**src/rtl/alu_pkg.sv**
```systemverilog
// alu_pkg -- shared types and constants for the alu_nzcv_seq block.
//   alu_op_e    : 3-bit opcode encoding of alu_ctrl
//   FLAG_*      : bit positions of N, Z, C, V inside the nzcv register
//   alu_state_e : sequencing FSM states (BUSY used only when ALU_MUL_EN is defined)
package alu_pkg;

  typedef enum logic [2:0] {
    OP_ADD = 3'b000,
    OP_SUB = 3'b001,
    OP_AND = 3'b010,
    OP_OR  = 3'b011,
    OP_ADC = 3'b100,
    OP_SBC = 3'b101,
    OP_XOR = 3'b110,
    OP_MUL = 3'b111
  } alu_op_e;

  localparam int FLAG_N = 3;
  localparam int FLAG_Z = 2;
  localparam int FLAG_C = 1;
  localparam int FLAG_V = 0;

  typedef enum logic {
    ST_IDLE = 1'b0,
    ST_BUSY = 1'b1
  } alu_state_e;

endpackage

```
**src/rtl/alu_mul_iter.sv**
```systemverilog
// alu_mul_iter -- unsigned shift-add multiplier, one multiplier bit per cycle,
// keeping only the low WIDTH bits of the product.
//   clk, reset : clock, synchronous active-high reset (discards any operation)
//   start      : load operands a/b and begin (ignored while busy)
//   stall      : hold on the final iteration (consumer cannot take the product)
//   a, b       : operands sampled with start
//   busy       : an operation is in progress
//   done       : final iteration this cycle; product is valid
//   product    : low WIDTH bits of a*b, valid while done
// The last partial product is added combinationally so that the result is
// ready at the WIDTH-th edge after start.
module alu_mul_iter #(
  parameter int WIDTH = 32
) (
  input  logic             clk,
  input  logic             reset,
  input  logic             start,
  input  logic             stall,
  input  logic [WIDTH-1:0] a,
  input  logic [WIDTH-1:0] b,
  output logic             busy,
  output logic             done,
  output logic [WIDTH-1:0] product
);

  localparam int CW = $clog2(WIDTH);
  localparam logic [CW-1:0] LAST = CW'(WIDTH - 1);

  logic             busy_q;
  logic [CW-1:0]    cnt_q;
  logic [WIDTH-1:0] mcand_q;
  logic [WIDTH-1:0] mplier_q;
  logic [WIDTH-1:0] acc_q;
  logic [WIDTH-1:0] acc_next;

  assign acc_next = acc_q + (mplier_q[0] ? mcand_q : '0);
  assign busy     = busy_q;
  assign done     = busy_q && (cnt_q == LAST);
  assign product  = acc_next;

  always_ff @(posedge clk) begin
    if (reset) begin
      busy_q   <= 1'b0;
      cnt_q    <= '0;
      mcand_q  <= '0;
      mplier_q <= '0;
      acc_q    <= '0;
    end else if (start && !busy_q) begin
      busy_q   <= 1'b1;
      cnt_q    <= '0;
      mcand_q  <= a;
      mplier_q <= b;
      acc_q    <= '0;
    end else if (busy_q) begin
      if (cnt_q == LAST) begin
        // Final iteration: retire only once the product can be handed off.
        if (!stall) begin
          busy_q <= 1'b0;
          cnt_q  <= '0;
        end
      end else begin
        acc_q    <= acc_next;
        mcand_q  <= mcand_q << 1;
        mplier_q <= mplier_q >> 1;
        cnt_q    <= cnt_q + 1'b1;
      end
    end
  end

endmodule

```
**src/rtl/alu_nzcv_seq.sv**
```systemverilog
// alu_nzcv_seq -- registered ALU with an NZCV flag register and a
// valid/ready result interface.
//   clk, reset          : clock, synchronous active-high reset
//   in_valid / in_ready : operation request handshake
//   a, b, alu_ctrl      : operands and opcode (alu_pkg::alu_op_e)
//   set_flags           : write this operation's flags into nzcv
//   out_valid/out_ready : result handshake
//   res, nzcv           : registered result and flag register {N,Z,C,V}
// Build option: macro ALU_MUL_EN enables the iterative multiplier (opcode 111,
// WIDTH cycles). Without it, opcode 111 returns 0 in one cycle and leaves nzcv
// untouched.
//
// state   | meaning
// --------+------------------------------------------------------------
// IDLE    | accepting operations; single-cycle ops complete here
// BUSY    | multiplier iterating, in_ready low until the product retires
module alu_nzcv_seq
  import alu_pkg::*;
#(
  parameter int WIDTH = 32
) (
  input  logic             clk,
  input  logic             reset,
  input  logic             in_valid,
  output logic             in_ready,
  input  logic [WIDTH-1:0] a,
  input  logic [WIDTH-1:0] b,
  input  logic [2:0]       alu_ctrl,
  input  logic             set_flags,
  output logic             out_valid,
  input  logic             out_ready,
  output logic [WIDTH-1:0] res,
  output logic [3:0]       nzcv
);

  localparam int MSB = WIDTH - 1;

  alu_op_e          op;
  logic             accept;
  logic             out_free;
  logic             idle;
  logic             take_mul;

  logic [WIDTH-1:0] res_q, res_d;
  logic             out_valid_q, out_valid_d;
  logic [3:0]       nzcv_q, nzcv_d;

  logic [WIDTH-1:0] b_eff;
  logic             cin;
  logic [WIDTH:0]   sum;
  logic [WIDTH-1:0] alu_res;
  logic             c_out;
  logic             v_out;
  logic             flags_upd;
  logic [3:0]       flags_new;

  assign op       = alu_op_e'(alu_ctrl);
  assign out_free = !out_valid_q || out_ready;
  assign in_ready = idle && !reset && out_free;
  assign accept   = in_valid && in_ready;

  // One adder serves ADD/SUB/ADC/SBC: subtraction is a + ~b + carry-in.
  always_comb begin
    b_eff = b;
    cin   = 1'b0;
    case (op)
      OP_SUB:  begin b_eff = ~b; cin = 1'b1; end
      OP_ADC:  cin = nzcv_q[FLAG_C];
      OP_SBC:  begin b_eff = ~b; cin = nzcv_q[FLAG_C]; end
      default: ;
    endcase
    sum = {1'b0, a} + {1'b0, b_eff} + (WIDTH + 1)'(cin);
  end

  always_comb begin
    alu_res   = '0;
    c_out     = 1'b0;
    v_out     = 1'b0;
    flags_upd = set_flags;
    case (op)
      OP_ADD, OP_SUB, OP_ADC, OP_SBC: begin
        alu_res = sum[MSB:0];
        c_out   = sum[WIDTH];
        v_out   = (a[MSB] == b_eff[MSB]) && (alu_res[MSB] != a[MSB]);
      end
      OP_AND:  alu_res = a & b;
      OP_OR:   alu_res = a | b;
      OP_XOR:  alu_res = a ^ b;
      // Reached only when the multiplier is not built: zero result, flags held.
      OP_MUL:  flags_upd = 1'b0;
      default: ;
    endcase
    flags_new         = '0;
    flags_new[FLAG_N] = alu_res[MSB];
    flags_new[FLAG_Z] = (alu_res == '0);
    flags_new[FLAG_C] = c_out;
    flags_new[FLAG_V] = v_out;
  end

`ifdef ALU_MUL_EN
  alu_state_e       state_q, state_d;
  logic             mul_sf_q, mul_sf_d;
  logic             mul_start;
  logic             mul_busy;
  logic             mul_done;
  logic [WIDTH-1:0] mul_product;

  assign take_mul  = accept && (op == OP_MUL);
  assign mul_start = take_mul;
  assign idle      = (state_q == ST_IDLE) && !mul_busy;

  alu_mul_iter #(
    .WIDTH (WIDTH)
  ) u_mul (
    .clk     (clk),
    .reset   (reset),
    .start   (mul_start),
    .stall   (!out_free),
    .a       (a),
    .b       (b),
    .busy    (mul_busy),
    .done    (mul_done),
    .product (mul_product)
  );
`else
  assign take_mul = 1'b0;
  assign idle     = 1'b1;
`endif

  always_comb begin
    res_d       = res_q;
    nzcv_d      = nzcv_q;
    out_valid_d = out_valid_q && !out_ready;
`ifdef ALU_MUL_EN
    state_d  = state_q;
    mul_sf_d = mul_sf_q;
    if (take_mul) begin
      state_d  = ST_BUSY;
      mul_sf_d = set_flags;
    end
    // Retire only into a free output; otherwise the multiplier stalls.
    if (state_q == ST_BUSY && mul_done && out_free) begin
      res_d       = mul_product;
      out_valid_d = 1'b1;
      state_d     = ST_IDLE;
      if (mul_sf_q) begin
        nzcv_d[FLAG_N] = mul_product[MSB];
        nzcv_d[FLAG_Z] = (mul_product == '0);
      end
    end
`endif
    if (accept && !take_mul) begin
      res_d       = alu_res;
      out_valid_d = 1'b1;
      if (flags_upd) nzcv_d = flags_new;
    end
  end

  always_ff @(posedge clk) begin
    if (reset) begin
      res_q       <= '0;
      out_valid_q <= 1'b0;
      nzcv_q      <= 4'b0000;
    end else begin
      res_q       <= res_d;
      out_valid_q <= out_valid_d;
      nzcv_q      <= nzcv_d;
    end
  end

`ifdef ALU_MUL_EN
  always_ff @(posedge clk) begin
    if (reset) begin
      state_q  <= ST_IDLE;
      mul_sf_q <= 1'b0;
    end else begin
      state_q  <= state_d;
      mul_sf_q <= mul_sf_d;
    end
  end
`endif

  assign res       = res_q;
  assign out_valid = out_valid_q;
  assign nzcv      = nzcv_q;

endmodule
```
**config.mk**
```make
export PLATFORM = sky130hd
export DESIGN_NAME = alu_nzcv_seq
export DESIGN_NICKNAME = d
export VERILOG_FILES = /design/src/rtl/alu_pkg.sv /design/src/rtl/alu_mul_iter.sv /design/src/rtl/alu_nzcv_seq.sv
export SDC_FILE = /design/constraint.sdc
export NUM_CORES = 1
export LEC_CHECK = 0
export ABC_CLOCK_PERIOD_IN_PS = 5900
export BUFFER_PORTS_ARGS = -buffer_cell sky130_fd_sc_hd__buf_2
export CORE_UTILIZATION = 54
export CTS_CLUSTER_DIAMETER = 40
export DETAILED_ROUTE_END_ITERATION = 10
export PLACE_DENSITY = 0.76
export SLEW_MARGIN = 5
export SYNTH_ARGS = -nofsm -noshare
export SYNTH_HDL_FRONTEND = slang
export SYNTH_SLANG_ARGS = --single-unit
```
**constraint.sdc**
```tcl
create_clock -name clk -period 5.9 [get_ports clk]
set_input_delay 0.295 -clock clk [delete_from_list [all_inputs] [get_ports clk]]
set_output_delay 0.295 -clock clk [all_outputs]
set_load 0.005 [all_outputs]
```
**After elaboration in Yosys (flattened, before gate mapping)**

Cells that the tools add are included.

- Reduce and logical (&&, ||, !) cells: 14
- Eq/ne operators: 9
- Muxes and demuxes: 7
- $add $sub $neg: 2
- Bitwise operators: 4

Operators with widths:

| operator | number |
|---|---|
| 32-bit case mux with 4 select lines | 1 |
| 32-bit by 32-bit adder with 33-bit output | 1 |
| 33-bit by 1-bit adder with 33-bit output | 1 |
| 32-bit AND | 1 |
| 32-bit logical NOT | 1 |
| 32-bit 2-to-1 mux | 1 |
| 32-bit NOT | 1 |
| 32-bit OR | 1 |
| 32-bit XOR | 1 |
| 3-bit == test, second input constant | 4 |
| 3-bit by 2-bit == test with 1-bit output, second input constant | 2 |
| 1-bit logical AND | 4 |
| 1-bit 2-to-1 mux | 4 |
| 2-bit OR reduction | 2 |
| 4-bit OR reduction | 1 |
| 3-bit by 1-bit == test with 1-bit output, second input constant | 1 |
| 1-bit logical NOT | 3 |
| 3-bit logical NOT | 1 |
| 1-bit case mux with 2 select lines | 1 |
| 2-bit AND reduction | 1 |
| 1-bit == test | 1 |
| 1-bit logical OR | 1 |
| 1-bit != test | 1 |

- Word-level logic and storage cells: 39
- Input bits: 72
- Output and inout bits: 38
- Register bits after elaboration: 37

**Logic depth before layout (Yosys ltp)**

Gate-level depths: netlist of run 1.

- Word-level depth: 8
- Mapped depth: 20
- Gate-level depth less buffers: 16

**Least setup slack after synthesis of run 1**

No wires, ideal clock.

- Kind: input to register
- From: input alu_ctrl[0]
- To: register nzcv_q[2], in the netlist nzcv[2]
- Library setup time: 59 ps
- Required time: 5841 ps
- Stages on the path: 20
- Setup slack: 1218 ps
- Data arrival time: 4623 ps
- Buffers on the path: 5
- Cell sequence: clkbuf_1 > buf_2 > clkbuf_1 > buf_1 > nand2_1 > buf_1 > xnor2_1 > fa_1 > inv_1 > fa_1 > nand2b_4 > a211oi_4 > o2111ai_2 > a211o_1 > mux2i_1 > and3_1 > nor4_1 > and4b_1 > and4_1 > a31o_1

- Longest elaborated chain between the ends: 7
- Elaborated cells between the ends (all ways): 19
- Classes of those cells: add/sub (2); eq/ne (7); mux (4); reduce/logical (6)

RTL lines:

| element | RTL line | text |
|---|---|---|
| start, declared | alu_nzcv_seq.sv:28 | `input logic [2:0] alu_ctrl,` |
| 3-bit by 1-bit == test with 1-bit output / 3-bit == test (equally long branches) | alu_nzcv_seq.sv:66, alu_nzcv_seq.sv:80 |  |
| 2-bit OR reduction (no source line) | n/a |  |
| 32-bit 2-to-1 mux | n/a |  |
| 32-bit by 32-bit adder with 33-bit output | alu_nzcv_seq.sv:72 | `sum = {1'b0, a} + {1'b0, b_eff} + (WIDTH + 1)'(cin);` |
| 33-bit by 1-bit adder with 33-bit output | alu_nzcv_seq.sv:72 |  |
| 32-bit case mux with 4 select lines | alu_nzcv_seq.sv:80 | `case (op)` |
| 32-bit logical NOT | alu_nzcv_seq.sv:95 | `flags_new[FLAG_Z] = (alu_res == '0);` |
| end signal, assigned | alu_nzcv_seq.sv:167 | `nzcv_q <= nzcv_d;` |
| end, declared | alu_nzcv_seq.sv:46 | `logic [3:0] nzcv_q, nzcv_d;` |

Parallel ways exist; a longest one is shown, timed or not.
A chain may end at the register's enable or synchronous reset.

**Worst setup path after layout of run 1**

Same ends and word-level chain as after synthesis.

==> flow_metrics.py, run 1 <==
metrics = {
    "worst_setup_path": {
        "required_ns": 6.13,
        "startpoint": "alu_ctrl[0]",
        "timing.rr.start": "nzcv[1]",
        "critical_path_class": "input port to flip-flop",
        "cp.arrival_ns": 4.90,
        "crit_fanout": 35,
        "start_kind": "input port",
        "cp-end-kind": "flip-flop",
    },
    "cts": {
        "clock_latency_ns": 0.29,
        "clock_sinks": 37,
        "tritoncts": "done",
        "cts_hold_buf": 0,
        "path_clk_slew_ns": 0.08,
        "root_buffer": "clkbuf_8",
        "cts_max_level": 2,
        "post-cts-setup-buffer-count": 0,
        "numCtsBuffers": 5,
        "clk_path_buf_depth": 2,
        "post_cts_resized": 0,
    },
    "power": {
        "peakVddDrop_v": 0.000151,
        "p_leak_nw": 3.16,
        "combPwrFrac": 0.527,
        "p_int_w": 0.000698,
        "netSwitchingFraction": 0.403,
        "p_clk_frac": 0.222,
        "total_power_w": 0.00117,
        "p_sw_w": 0.000472,
        "power_frac_seq": 0.251,
        "power.density_nw_per_um2": 185,
    },
    "final_layout": {
        "layout-drive-gt1-share": 0.173,
        "areaGrowthSynthToFinish_pct": 11.6,
        "nFillCells": 979,
        "diodes": 0,
        "fin_area_sq_um": 6330,
        "regArea_sq_um": 741,
        "final_nets": 978,
        "multi_input_area_sq_um": 4430,
    },
    "drt": {
        "top_layer_used": "met4",
        "wl_per_cell_um": 15.9,
        "first_iter_violations": 408,
        "wl_met2_um": 7220,
        "ant_nets": 0,
        "m1WireLength_um": 7000,
        "wl_met3_um": 757,
        "drt_wl_total_um": 15100,
        "num_vias": 5641,
        "drt_pass1_iterations": 5,
        "drcViolationCount": 0,
        "viasPerCell": 5.96,
    },
    "synthesis": {
        "postSynth.asyncResetShare": 0,
        "syn_nets": 898,
        "syn-cell-area_sq_um": 5670,
        "ys_ff_latch": 37,
        "synth_top_area_share": 0.209,
        "ys_seq_area_frac": 0.131,
        "synth_common_cells": "ha_1, inv_1, nand2_1",
        "synth_cell_type_count": 75,
        "yosysTopAreaCell": "ha_1",
        "ys.flop_type": "dfxtp_1",
        "syn_inst": 729,
        "synthTopCellsByArea": "ha_1, dfxtp_1, mux2i_1",
        "synth_warnings": 0,
        "synth_most_common_cell": "ha_1",
        "synth_edf_count": 0,
        "syn_avg_cell_area_sq_um": 7.78,
    },
    "placed_design": {
        "pre_cts_ws_ns": 0.955,
        "dpl_cell_area_sq_um": 6200,
        "gp_congestion": 0.922,
        "dp.final_hpwl_um": 11900,
        "portBuffers": 109,
    },
    "sta": {
        "drv_slew": 0,
        "tns_ns": 0,
        "final_hold_viol_count": 0,
        "rsz0062_at_grt": "no",
        "fin_skew_ns": 0.00679,
        "tightest_slew_ns": 0.792,
        "fin_hold_ws_ns": 0.262,
        "setup_viol": 0,
        "fin_crit_sh": 0.791,
        "fmax_ghz": 0.214,
        "maxSlewHeadroom": 0.465,
        "min_period_ns": 4.67,
        "finalWorstSetupSlack_ns": 1.23,
    },
    "floorplan": {
        "rows": 37,
        "start_util": 0.552,
        "core_area_sq_um": 10300,
        "fp.dieH_um": 105,
        "die_area_sq_um": 10900,
        "die_w_um": 105,
        "io_pins": 110,
    },
    "global_route": {
        "grt_pass1_wl_um": 25000,
        "grt_pass1_vias": 5236,
        "grt-ovfl-total": 0,
        "grt_max_degree": 65,
        "grt_usage": 0.275,
        "antenna_found_initial": 0,
    },
    "min_path": {
        "hold_path.class": "input port to flip-flop",
        "hp-start": "in_valid",
    },
    "job": {
        "drv_cap": 0,
    },
    "status": {
        "outcome": "complete, no violations",
    },
}
-- worst max-delay path, stage by stage --
cell	delay, ns
buf_2	0.57
nand2_2	0.64
xnor2_1	0.43
fa_1	0.25
inv_1	0.05
fa_1	0.40
nand2b_4	0.18
a211oi_4	0.32
o2111ai_2	0.19
a211o_1	0.37
mux2i_1	0.16
a31oi_1	0.15
nor4_1	0.33
and4b_1	0.23
and4_1	0.19
a31o_1	0.14
-- flip-flops by register name, summed over array words and instances, names as in the netlist --
signal / count
nzcv: 4
out_valid: 1
res: 32
-- layout make-up --
class,instances,share of cell area
clock buffers,5,0.0109
clock inverters,3,0.0103
inverters,72,0.0427
multi-input cells,578,0.699
flip-flops and latches,37,0.117
well taps,136,0.0269
repair buffers,115,0.0933
-- power by group through the flow --
stage               Combinational (W)  Clock [W]  Sequential (W)
CTS                          0.000610   0.000260        0.000293
finish                       0.000617   0.000259        0.000294
detailed placement           0.000606          0        0.000299
global placement             0.000590          0        0.000298
floorplan                    0.000436          0        0.000298
global route                 0.000682   0.000274        0.000296
-- through the flow --
stage,util,instances
6_report,0.616,946
5_1_grt,0.616,946
4_1_cts,0.616,946
3_5_place_dp,0.603,938
3_3_place_gp,0.603,938
2_1_floorplan,-,729
-- placed cells by master (no fill, tap or decap), types with 3 or more instances in the layout --
cell / instances
a31oi_1: 9
xor2_1: 11
nor2b_1: 6
o21ai_0: 50
a21o_1: 10
nor3_1: 7
dfxtp_1: 37
nand2b_1: 5
and2_1: 4
and4_1: 6
o31ai_1: 3
nand4_1: 8
inv_1: 72
mux2i_1: 39
o21a_1: 8
clkbuf_8: 5
a211oi_1: 4
o211ai_1: 8
xnor2_1: 41
buf_2: 109
nand3b_1: 29
nand2_1: 59
nand3_1: 16
o22ai_1: 23
and3_1: 3
ha_1: 95
nor2_1: 30
a21oi_1: 35
buf_4: 6
o221ai_1: 12
nor3b_1: 3
-- cells by family (layout without fill, tap and decap cells) --
| logic type | count (synthesis) | after routing | share of synthesized area |
|---|---|---|---|
| muxes | 39 | 39 | 0.0688 |
| AOI/OAI and AO/OA | 196 | 196 | 0.230 |
| buffers and inverters | 114 | 195 | 0.0900 |
| DFF | 37 | 37 | 0.131 |
| adders and majority gates | 97 | 97 | 0.217 |
| xor gates and xnor gates | 52 | 52 | 0.0803 |
| and+or+nand+nor | 194 | 194 | 0.183 |
-- final timing paths --
path	endpoint	slack [ns]	cells after the start
worst max-delay path	nzcv[2]	1.23	16
worst min-delay path	out_valid	0.26	3
worst max register to register	nzcv[2]	2.25	15
worst min register to register	res[9]	0.49	2
-- metal layers --
metal	up-vias	track usage
met1	2660	0.369
met2	196	0.486
met5	-	0
met3	15	0.0226
li1	2770	-
met4	0	0.0378
Power figures use the tool's default switching activity.
==> inputs of run 2 (changes only) <==
--- a/config.mk
+++ b/config.mk
@@ -5,7 +5,7 @@
 export SDC_FILE = /design/constraint.sdc
 export NUM_CORES = 1
 export LEC_CHECK = 0
-export ABC_CLOCK_PERIOD_IN_PS = 5900
+export ABC_CLOCK_PERIOD_IN_PS = 4900
 export BUFFER_PORTS_ARGS = -buffer_cell sky130_fd_sc_hd__buf_2
 export CORE_UTILIZATION = 54
 export CTS_CLUSTER_DIAMETER = 40
==> constraint.sdc (replaced) <==
create_clock -name clk -period 4.9 [get_ports clk]
set_input_delay 0.245 -clock clk [delete_from_list [all_inputs] [get_ports clk]]
set_output_delay 0.245 -clock clk [all_outputs]
set_load 0.005 [all_outputs]
==> run 2 against run 1 <==
Against the previous run: die area is the same; hold slack lost 0.054 ns; sequential power grew 20%; critical endpoint unchanged; non-clock buffer count grew 3; critical path depth is the same; register-to-register slack lost 1.0 ns; via count shrank 0.18%.
==> flow_metrics.py, run 2 (synthesis results as in run 1) <==
metrics = {
    "drt": {
        "drt_wl_total_um": 15100,
        "first_iter_violations": 323,
        "viasPerCell": 5.93,
        "drcViolationCount": 0,
        "drt_pass1_iterations": 5,
        "num_vias": 5631,
        "wl_per_cell_um": 16.0,
        "ant_nets": 0,
    },
    "final_layout": {
        "final_common_cell": "buf_2",
        "layout-drive-gt1-share": 0.176,
        "nFillCells": 1014,
        "regArea_sq_um": 741,
        "diodes": 0,
        "areaGrowthSynthToFinish_pct": 11.7,
        "final_cell_mix": "buf_2, ha_1, inv_1",
        "final_nets": 981,
        "largest_reg_flops": 32,
        "multi_input_area_sq_um": 4430,
    },
    "power": {
        "power_frac_seq": 0.257,
        "combPwrFrac": 0.539,
        "p_clk_frac": 0.203,
        "total_power_w": 0.00138,
        "netSwitchingFraction": 0.414,
        "p_leak_nw": 3.16,
        "p_sw_w": 0.000570,
        "power.density_nw_per_um2": 217,
        "peakVddDrop_v": 0.000126,
        "p_int_w": 0.000806,
    },
    "global_route": {
        "grt_pass1_wl_um": 25600,
        "grt_pass1_vias": 5401,
        "met3_usage": 0.0251,
        "use_met2": 0.502,
        "grt_max_degree": 64,
        "grt_use_met1": 0.367,
        "top_usage_layer": "met2",
        "antenna_found_initial": 0,
        "grt_usage": 0.281,
        "grt-ovfl-total": 0,
    },
    "worst_setup_path": {
        "critPathMaxStageDelay_ns": 0.44,
        "cp-end-kind": "flip-flop",
        "cp.arrival_ns": 3.99,
        "cp_slowest_cell": "a2111oi_0",
        "worst_path_dominant_cell_family": "simple AND/OR/NAND/NOR gates",
        "crit_buf_inv": 3,
        "timing.rr.start": "nzcv[1]",
        "crit_fanout": 20,
        "startpoint": "alu_ctrl[0]",
        "cp_common_cell": "xnor2_1",
        "crit_path_cell_trace": "buf_2, nand2_2, buf_4, xnor2_1, inv_1, fa_1, nand2b_4, a211oi_4, o21ai_1, xnor2_1, a2111oi_0, nand4_1, nor4_1, and4b_1, and4_1, a31o_1",
        "critical_path_class": "input port to flip-flop",
        "start_kind": "input port",
        "required_ns": 5.14,
    },
    "cts": {
        "post-cts-setup-buffer-count": 0,
        "clock_sinks": 37,
        "numCtsBuffers": 5,
        "clk_path_buf_depth": 2,
        "path_clk_slew_ns": 0.08,
        "cts_hold_buf": 0,
        "tritoncts": "done",
        "clock_latency_ns": 0.30,
        "root_buffer": "clkbuf_8",
        "cts_max_level": 2,
        "post_cts_resized": 0,
    },
    "floorplan": {
        "core_area_sq_um": 10300,
        "fp.dieH_um": 105,
        "rows": 37,
        "start_util": 0.552,
        "die_area_sq_um": 10900,
        "die_w_um": 105,
        "io_pins": 110,
    },
    "sta": {
        "drv_slew": 0,
        "tightest_slew_ns": 0.704,
        "fmax_ghz": 0.266,
        "setup_viol": 0,
        "min_period_ns": 3.75,
        "maxSlewHeadroom": 0.531,
        "tns_ns": 0,
        "rsz0062_at_grt": "no",
        "fin_skew_ns": 0.00605,
        "final_hold_viol_count": 0,
        "fin_crit_sh": 0.766,
    },
    "placed_design": {
        "portBuffers": 109,
        "dp.final_hpwl_um": 12200,
        "gp_congestion": 0.929,
    },
    "job": {
        "drv_cap": 0,
    },
    "status": {
        "outcome": "complete, no violations",
    },
    "min_path": {
        "hp-start": "in_valid",
        "hold_path.class": "input port to flip-flop",
    },
}
[run 2: worst min-delay path, delay by kind of cell]
family / cells / cell delay, ns
buf+inv: 1 / 0.11
simple gates: 2 / 0.12
[run 2: metrics by stage]
stage	std cells	setup WS, ns	instance area [sq um]	util	hold slack, ns
2_1_floorplan	729	0.268	5670	-	0.366
3_3_place_gp	941	1.04	6220	0.605	0.462
3_5_place_dp	941	0.898	6220	0.605	0.472
4_1_cts	949	1.18	6340	0.617	0.203
5_1_grt	949	0.806	6340	0.617	0.213
6_report	949	1.15	6340	0.617	0.208
[run 2: cell type report]
cell class,instances,area share
Multi-Input combinational cell,578,0.698
Timing Repair Buffer,118,0.0967
Tap cell,136,0.0268
Clock inverter,2,0.00592
Sequential cell,37,0.117
Inverter,72,0.0426
Clock buffer,6,0.0130
[run 2: routing by layer]
| layer | part of all wire | wire length [um] | up-vias |
|---|---|---|---|
| met2 | 0.48 | 7260 | 164 |
| met1 | 0.46 | 6900 | 2683 |
| li1 | - | - | 2770 |
| met4 | 0.015 | 221 | 0 |
| met5 | 0 | 0 | - |
| met3 | 0.050 | 752 | 14 |
[run 2: final timing paths]
| check | end | slack (ns) | cells after the start |
|---|---|---|---|
| worst max-delay path | nzcv[2] | 1.15 | 16 |
| worst max register to register | nzcv[2] | 1.23 | 15 |
| worst min register to register | res[1] | 0.49 | 2 |
| worst min-delay path | out_valid | 0.21 | 3 |
[run 2: power by group through the flow]
stage / clock network, W / logic (W) / registers [W]
floorplan: 0 / 0.000525 / 0.000359
global placement: 0 / 0.000718 / 0.000359
detailed placement: 0 / 0.000733 / 0.000360
CTS: 0.000284 / 0.000737 / 0.000354
global route: 0.000297 / 0.000830 / 0.000357
finish: 0.000280 / 0.000742 / 0.000354
==> inputs of run 3 (changes only) <==
--- a/config.mk
+++ b/config.mk
@@ -5,12 +5,12 @@
 export SDC_FILE = /design/constraint.sdc
 export NUM_CORES = 1
 export LEC_CHECK = 0
-export ABC_CLOCK_PERIOD_IN_PS = 4900
+export ABC_CLOCK_PERIOD_IN_PS = 3200
 export BUFFER_PORTS_ARGS = -buffer_cell sky130_fd_sc_hd__buf_2
-export CORE_UTILIZATION = 54
+export CORE_UTILIZATION = 52
 export CTS_CLUSTER_DIAMETER = 40
 export DETAILED_ROUTE_END_ITERATION = 10
-export PLACE_DENSITY = 0.76
+export PLACE_DENSITY = 0.77
 export SLEW_MARGIN = 5
 export SYNTH_ARGS = -nofsm -noshare
 export SYNTH_HDL_FRONTEND = slang
==> constraint.sdc (replaced) <==
create_clock -name clk -period 3.2 [get_ports clk]
set_input_delay 0.16 -clock clk [delete_from_list [all_inputs] [get_ports clk]]
set_output_delay 0.16 -clock clk [all_outputs]
set_load 0.005 [all_outputs]
==> run 3 against run 2 <==
Against the previous run: sequential cell count is the same; the flow now finishes with violations (negative setup slack); total power grew 74%; global-route usage grew 0.69 points; clock skew grew 0.00096 ns; sequential power grew 53%; design area grew 13%; die area grew 3.8%; largest power group unchanged; combinational power grew 94%; largest cell class unchanged.
==> flow_metrics.py, run 3 (synthesis results as in run 1) <==
metrics = {
    "min_path": {
        "hp-start": "in_valid",
        "holdPathStages": 3,
        "min_delay_worst_endpoint": "out_valid",
        "hold_path.class": "input port to flip-flop",
    },
    "sta": {
        "fmax_ghz": 0.302,
        "final_hold_viol_count": 0,
        "fin_crit_sh": 1.04,
        "rsz0062_at_grt": "yes",
        "min_period_ns": 3.31,
        "maxSlewHeadroom": 0.445,
        "fin_skew_ns": 0.00701,
        "finalWorstSetupSlack_ns": -0.114,
        "setup_viol": 3,
        "tightest_slew_ns": 0.831,
        "drv_slew": 0,
    },
    "floorplan": {
        "rows": 37,
        "die_w_um": 106,
        "core_area_sq_um": 10500,
        "start_util": 0.542,
        "fp.dieH_um": 106,
        "io_pins": 110,
        "die_area_sq_um": 11300,
    },
    "power": {
        "power.density_nw_per_um2": 333,
        "peakVddDrop_v": 0.000290,
        "p_leak_nw": 3.62,
        "p_sw_w": 0.000961,
        "p_int_w": 0.00143,
        "power_frac_seq": 0.226,
        "combPwrFrac": 0.601,
        "p_clk_frac": 0.172,
        "netSwitchingFraction": 0.402,
    },
    "final_layout": {
        "final_cell_mix": "buf_2, buf_4, ha_1",
        "largest_reg_flops": 32,
        "layout-drive-gt1-share": 0.286,
        "fin_util": 0.686,
        "areaGrowthSynthToFinish_pct": 26.5,
        "final_nets": 1070,
        "finalNonFillerCells": 1038,
        "final_common_cell": "buf_2",
        "diodes": 0,
        "nFillCells": 885,
    },
    "placed_design": {
        "dp.cells": 1022,
        "gp_congestion": 0.909,
        "portBuffers": 109,
        "dp.final_hpwl_um": 12800,
    },
    "drt": {
        "wl_per_cell_um": 15.6,
        "drcViolationCount": 0,
        "viasPerCell": 5.77,
        "num_vias": 5988,
        "drt_pass1_iterations": 5,
        "drt_wl_total_um": 16200,
        "ant_nets": 0,
        "first_iter_violations": 349,
    },
    "status": {
        "violations": "negative setup slack",
        "outcome": "complete, but fails checks",
    },
    "global_route": {
        "antenna_found_initial": 0,
        "top_usage_layer": "met2",
        "grt_usage": 0.288,
        "grt-ovfl-total": 0,
        "grt_max_degree": 64,
        "grt_pass1_vias": 5795,
        "met3_usage": 0.0270,
        "grt_use_met1": 0.367,
        "grt_pass1_wl_um": 26800,
        "use_met2": 0.520,
    },
    "worst_setup_path": {
        "crit_path_cell_trace": "nand2_2, a21oi_2, fa_2, buf_4, a211o_4, a41oi_4, a21o_1, buf_6, a31oi_2, o21ai_2, o211ai_2, a31oi_2, xnor2_2, o31ai_1, a31o_1",
        "worst_path_dominant_cell_family": "compound AO/OA/AOI/OAI gates",
        "regToRegEndpoint": "nzcv[2]",
        "start_kind": "flip-flop",
        "crit_buf_inv": 2,
        "required_ns": 3.43,
        "crit_fanout": 4,
        "r2r_cells": 15,
        "rrSetupSlack_ns": -0.11,
        "cp-end-kind": "flip-flop",
        "cp_slowest_cell": "fa_2",
        "cp.arrival_ns": 3.55,
        "critPathMaxStageDelay_ns": 0.35,
        "timing.rr.start": "nzcv[1]",
        "cp_common_cell": "a31oi_2",
        "critical_path_class": "flip-flop to flip-flop",
    },
    "cts": {
        "root_buffer": "clkbuf_8",
        "clk_path_buf_depth": 2,
        "numCtsBuffers": 5,
        "path_clk_slew_ns": 0.08,
        "cts_max_level": 2,
        "tritoncts": "done",
        "clock_sinks": 37,
        "cts_hold_buf": 0,
        "clock_latency_ns": 0.29,
    },
    "job": {
        "drv_cap": 0,
    },
}
-- run 3: worst reg2reg max path, delay by kind of cell, from the launching register on --
kind,cells,cell delay [ns]
AO/OA/AOI/OAI,10,2.14
XOR/XNOR,1,0.12
adder cells (fa/ha/maj),1,0.35
buffers and inverters,2,0.26
flip-flops,1,0.33
AND/OR/NAND/NOR,1,0.06
-- run 3: what timing repair did --
item | CTS | global route
gates resized for setup | 4 | 22
setup buffers | 4 | 4
setup endpoints to repair | 3 | 8
pin swaps | 9 | 17
-- run 3: stage by stage --
| step | instance area [sq um] | power, W | setup WS [ns] | setup TNS (ns) | hold slack, ns |
|---|---|---|---|---|---|
| 3_5_place_dp | 6890 | 0.00191 | -0.264 | -0.661 | 0.462 |
| 5_1_grt | 7180 | 0.00257 | -0.253 | -0.826 | 0.185 |
| 4_1_cts | 7040 | 0.00233 | -0.106 | -0.106 | 0.163 |
| 3_3_place_gp | 6890 | 0.00187 | -0.144 | -0.264 | 0.410 |
| 2_1_floorplan | 5820 | 0.00138 | -0.427 | -0.740 | 0.281 |
| 6_report | 7180 | 0.00239 | -0.114 | -0.164 | 0.167 |
-- run 3: how the worst max path moves through the flow --
stage	to	from	cells past startpoint	slack, ns
final	nzcv[2]	nzcv[1]	15	-0.11
after global routing	nzcv[2]	nzcv[1]	15	-0.25
after CTS	nzcv[2]	nzcv[1]	15	-0.11
after detailed placement	nzcv[2]	alu_ctrl[1]	17	-0.26
after global placement	nzcv[2]	alu_ctrl[1]	17	-0.14
after floorplan	nzcv[2]	alu_ctrl[0]	20	-0.43
-- run 3: final cells by class --
type                       count  area, sq um  area share
inverter                      72          273      0.0380
multi-input combinational    578         4580       0.638
tap                          136          170      0.0237
sequential                    37          742       0.103
clock inverter                 3         46.3     0.00645
clock buffer                   5         68.8     0.00959
timing repair buffer         207         1300       0.181
-- run 3: power groups by stage --
stage	clock network, W	logic, W	registers (W)
6_report	0.000412	0.00144	0.000542
2_1_floorplan	0	0.000828	0.000549
3_3_place_gp	0	0.00132	0.000548
3_5_place_dp	0	0.00136	0.000550
4_1_cts	0.000416	0.00137	0.000540
5_1_grt	0.000438	0.00158	0.000546
-- run 3: layer usage --
layer  vias up  wire length [um]
met2       199              7970
li1       2952                 -
met3        31               738
met4         0               348
met5         -                 0
met1      2806              7180
